--- src/rtl/uart_boot_loader.sv ---
// Boot sequencer: holds the core in reset while a program image is
// pulled from the UART RX FIFO and written into imem from word 0.
module uart_boot_loader #(
   parameter int IMEM_AW = 10
) (
   input  logic               clk,
   input  logic               rst,
   input  logic               boot_req,
   input  logic               uart_empty,
   input  logic [7:0]         uart_in,
   output logic               uart_rdreq,
   output logic               imem_we,
   output logic [IMEM_AW-1:0] imem_addr,
   output logic [31:0]        imem_wdata,
   output logic               core_rst,
   output logic               busy,
   output logic [IMEM_AW:0]   words_loaded
);

   typedef enum logic [1:0] {
      LEN,
      LOAD,
      DONE,
      RUN
   } state_t;

   // Depth kept 33 bits wide so it compares cleanly with the 32-bit word count.
   localparam logic [32:0] DEPTH = 33'(1) << IMEM_AW;
   localparam logic [IMEM_AW:0] WL_MAX = {1'b1, {IMEM_AW{1'b0}}};
   localparam logic [IMEM_AW:0] WL_ONE = {{IMEM_AW{1'b0}}, 1'b1};

   state_t             state_q;
   logic [1:0]         byte_cnt_q;
   logic [31:0]        sr_q;
   logic [31:0]        n_q;
   logic [31:0]        wcnt_q;
   logic               we_q;
   logic [IMEM_AW-1:0] addr_q;
   logic [31:0]        wdata_q;
   logic               core_rst_q;
   logic [IMEM_AW:0]   wl_q;

   logic               take;
   logic               word_done;
   logic               fits;
   logic [31:0]        word_d;
   logic [31:0]        wcnt_d;

   // Pop the FIFO head whenever a byte is there and we are still loading.
   assign take = !uart_empty && (state_q == LEN || state_q == LOAD);
   assign uart_rdreq = take;

   // The word completed by the current byte (little-endian, last byte on top).
   assign word_d    = {uart_in, sr_q[31:8]};
   assign word_done = take && (byte_cnt_q == 2'd3);
   assign wcnt_d    = wcnt_q + 32'd1;
   assign fits      = {1'b0, wcnt_q} < DEPTH;

   assign imem_we      = we_q;
   assign imem_addr    = addr_q;
   assign imem_wdata   = wdata_q;
   assign core_rst     = core_rst_q;
   assign busy         = (state_q != RUN);
   assign words_loaded = wl_q;

   // Loader FSM: byte assembly, header capture, imem writes and core release.
   always_ff @(posedge clk) begin
      if (rst) begin
         state_q    <= LEN;
         byte_cnt_q <= 2'd0;
         sr_q       <= 32'd0;
         n_q        <= 32'd0;
         wcnt_q     <= 32'd0;
         we_q       <= 1'b0;
         addr_q     <= '0;
         wdata_q    <= 32'd0;
         core_rst_q <= 1'b1;
         wl_q       <= '0;
      end else begin
         we_q <= 1'b0;
         if (take) begin
            sr_q       <= word_d;
            byte_cnt_q <= byte_cnt_q + 2'd1;
         end
         unique case (state_q)
            LEN: begin
               if (word_done) begin
                  n_q    <= word_d;
                  wcnt_q <= 32'd0;
                  if (word_d == 32'd0) begin
                     state_q <= DONE;
                  end else begin
                     state_q <= LOAD;
                  end
               end
            end
            LOAD: begin
               if (word_done) begin
                  // Words past the end of imem are drained but not written.
                  if (fits) begin
                     we_q    <= 1'b1;
                     addr_q  <= wcnt_q[IMEM_AW-1:0];
                     wdata_q <= word_d;
                     if (wl_q != WL_MAX) begin
                        wl_q <= wl_q + WL_ONE;
                     end
                  end
                  wcnt_q <= wcnt_d;
                  if (wcnt_d == n_q) begin
                     state_q <= DONE;
                  end
               end
            end
            DONE: begin
               state_q    <= RUN;
               core_rst_q <= 1'b0;
            end
            RUN: begin
               if (boot_req) begin
                  state_q    <= LEN;
                  core_rst_q <= 1'b1;
                  byte_cnt_q <= 2'd0;
                  wcnt_q     <= 32'd0;
                  wl_q       <= '0;
               end
            end
         endcase
      end
   end

endmodule

--- config.mk ---
export PLATFORM = sky130hd
export DESIGN_NAME = uart_boot_loader
export DESIGN_NICKNAME = d
export VERILOG_FILES = /design/src/rtl/uart_boot_loader.sv
export SDC_FILE = /design/constraint.sdc
export NUM_CORES = 1
export LEC_CHECK = 0
export CORE_MARGIN = 2
export CORE_UTILIZATION = 40
export CTS_CLUSTER_DIAMETER = 60
export DETAILED_ROUTE_END_ITERATION = 10
export GPL_TIMING_DRIVEN = 1
export SKIP_CTS_REPAIR_TIMING = 1
export SYNTH_ARGS = -nofsm -noshare
export SYNTH_HDL_FRONTEND = slang
export SYNTH_SLANG_ARGS = --single-unit
--- constraint.sdc ---
create_clock -name clk -period 3.68 [get_ports clk]
set_clock_uncertainty 0.1 [all_clocks]
set_input_delay 0.92 -clock clk [delete_from_list [all_inputs] [get_ports clk]]
set_output_delay 0.92 -clock clk [all_outputs]
set_load 0.01 [all_outputs]
==> results.json <==
{
  "die_w_um": 139,
  "clock_path_buffers": 2,
  "rsz0062_at_grt": "false",
  "n_fill_cell": 1774,
  "ys_seq_area_share_pct": 40.5,
  "yosysMostFrequentCell": "nand2_1",
  "fin_cells": 1246,
  "first_pass_iters": 4,
  "synthTopCellsByCount": "nand2_1 (274), dfxtp_1 (147), a21oi_1 (140)",
  "antenna_found_initial": 0,
  "clock_sinks": 147,
  "tns_ps": 0,
  "min_period_ps": 3490,
  "maxCapViolations": 0,
  "end_kind": "output port",
  "ys_types": 61,
  "synth-seq-cells": 147,
  "synth_area_leaders": "dfxtp_1 (41%), nand2_1 (14%), a21oi_1 (9.7%), xnor2_1 (3.6%), clkbuf_1 (2.8%)",
  "viasPerCell": 5.43,
  "io_pins": 69,
  "syn_area_per_cell_um2": 7.47,
  "cts_tree": "yes",
  "p_int_uw": 3060,
  "syn_inst": 972,
  "synth_top_area_share_pct": 40.5,
  "initial_core_util_pct": 40.6,
  "async_reset_ff_share_pct": 0,
  "grt_max_degree": 100,
  "fmax_mhz": 287,
  "diodes": 0,
  "layout-drive-gt1-share_pct": 7.28,
  "finalHoldViolCount": 0,
  "rrSetupSlack_ps": 400,
  "dpl.cell_count": 1215,
  "worst-path-max-fanout": 6,
  "power.share.clock_pct": 40.7,
  "fin_crit_sh_pct": 94.8,
  "grtUsageTotal_pct": 21.3,
  "p_switching_uw": 1370,
  "synth_edf_count": 0,
  "nets": 1025,
  "overflow": 0,
  "min_path_type": "reg2reg",
  "globalplace.congestion": 0.910,
  "wl_per_cell_um": 16.3,
  "critPathKind": "in2out",
  "synth.cell_area_um2": 7260,
  "setup-violations-final": 0,
  "grt_pass1_wl_um": 33400,
  "p_leak_uw": 0.00292,
  "rows": 49,
  "drv_slew": 0,
  "status": "complete, no violations",
  "wirelength_um": 20300,
  "p_sw_share_pct": 30.9,
  "drtIter0Drc": 593,
  "place_ws_ps": 187,
  "power_uw": 4430,
  "cp.required_ps": 2660,
  "dp_hpwl_um": 13700,
  "drtAntennaViolNets": 0,
  "max-vdd-ir-drop_v": 0.000336,
  "chipHeight_um": 139,
  "drc": 0,
  "combPwrFrac_pct": 20.5,
  "critPathArrivalTime_ps": 2470,
  "power_frac_seq_pct": 38.8,
  "routed-via-count": 6760,
  "grt_pass1_vias": 6315,
  "clkTransAtPathRegs_ps": 60,
  "fin_ws_ps": 190,
  "htree_levels": 4,
  "ys.warnings.count": 0,
  "syn-num-nets": 992,
  "yosysTopAreaCell": "dfxtp_1",
  "clk_latency_ps": 430,
  "power.density_nw_per_um2": 509,
  "die_area_um2": 19200,
  "core_um2": 17900,
  "worst_pin_slew_ps": 620,
  "cts_root_buffer": "clkbuf_16",
  "cp-start-kind": "input port",
  "portBuffers": 68,
  "area_delta_synth_final_pct": 19.9,
  "max-slew-margin-rel_pct": 58.3,
  "synth-main-ff-cell": "dfxtp_1",
  "cts_buffers": 17
}
## routing by layer
metal,routed length (um),track usage (%),up-vias
met1,9720,30.0,3186
met4,419,7.28,0
met5,0,0,-
met3,932,4.39,28
met2,9250,32.5,159
li1,-,-,3387
## stage by stage
step / cell area, um^2 / hold slack, ps / util [%]
6_report: 8700 / 347 / 48.6
5_1_grt: 8700 / 362 / 48.6
4_1_cts: 8700 / 352 / 48.6
3_5_place_dp: 8090 / 344 / 45.2
3_3_place_gp: 8090 / 339 / 45.2
2_1_floorplan: 7260 / 345 / -
## layout make-up
cell class	instances	area (um^2)	share of cell area, %
Clock buffer	21	460	5.29
Timing Repair Buffer	94	898	10.3
Inverter	12	45.0	0.518
Multi-Input combinational cell	733	3920	45.0
Tap cell	229	287	3.29
Sequential cell	147	2940	33.8
Clock inverter	10	150	1.73
## power groups by stage
stage / combinational [uW] / clock, uW / sequential, uW
finish: 907 / 1800 / 1720
detailed placement: 907 / 0 / 1750
floorplan: 633 / 0 / 1730
global route: 1020 / 1900 / 1720
global placement: 894 / 0 / 1750
CTS: 910 / 1830 / 1720
## worst max-delay path: stages
cell and delay [ps]:
clkdlybuf4s50_1 420, or2_2 310, inv_1 200, clkdlybuf4s50_1 610
## state kept, by name (all words and copies together) (netlist names)
register / count
imem_wdata: 32
sr_q: 24
imem_addr: 10
byte_cnt_q: 2
words_loaded: 11
core_rst: 1
wcnt_q: 32
state_q: 2
n_q: 32
imem_we: 1
## worst paths after layout
path,cells past startpoint,from,end
worst min-delay path,2,imem_addr[4],imem_addr[4]
worst min register to register,2,imem_addr[4],imem_addr[4]
worst max register to register,8,wcnt_q[3],state_q[1]
worst max-delay path,4,uart_empty,uart_rdreq
## cells in the final DEF, fill, tap and decap left out, types with 5 or more instances in the layout
cell             instances
a21oi_1                140
and3_1                   9
and4_1                   5
buf_4                   25
clkbuf_16               17
clkdlybuf4s50_1         67
dfxtp_1                147
ha_1                     8
inv_1                   12
nand2_1                274
nand3_1                 18
nand4_1                 24
nor2_1                  52
nor3_1                  34
nor4_1                  21
o21ai_0                  9
or3_1                    5
or4_1                    9
xnor2_1                 30
xor2_1                  23
## kinds of logic (layout without fill, tap and decap cells)
kind of cell | Yosys count | count (layout) | share of synthesized area (%)
AND/OR/NAND/NOR | 483 | 483 | 31.2
multiplexers | 4 | 4 | 0.586
buffers and inverters | 92 | 137 | 5.48
adder cells (fa/ha/maj) | 8 | 8 | 1.38
flip-flops | 147 | 147 | 40.5
XOR/XNOR | 53 | 53 | 6.39
AO/OA/AOI/OAI | 185 | 185 | 14.4
(Power assumes the default switching activity.)
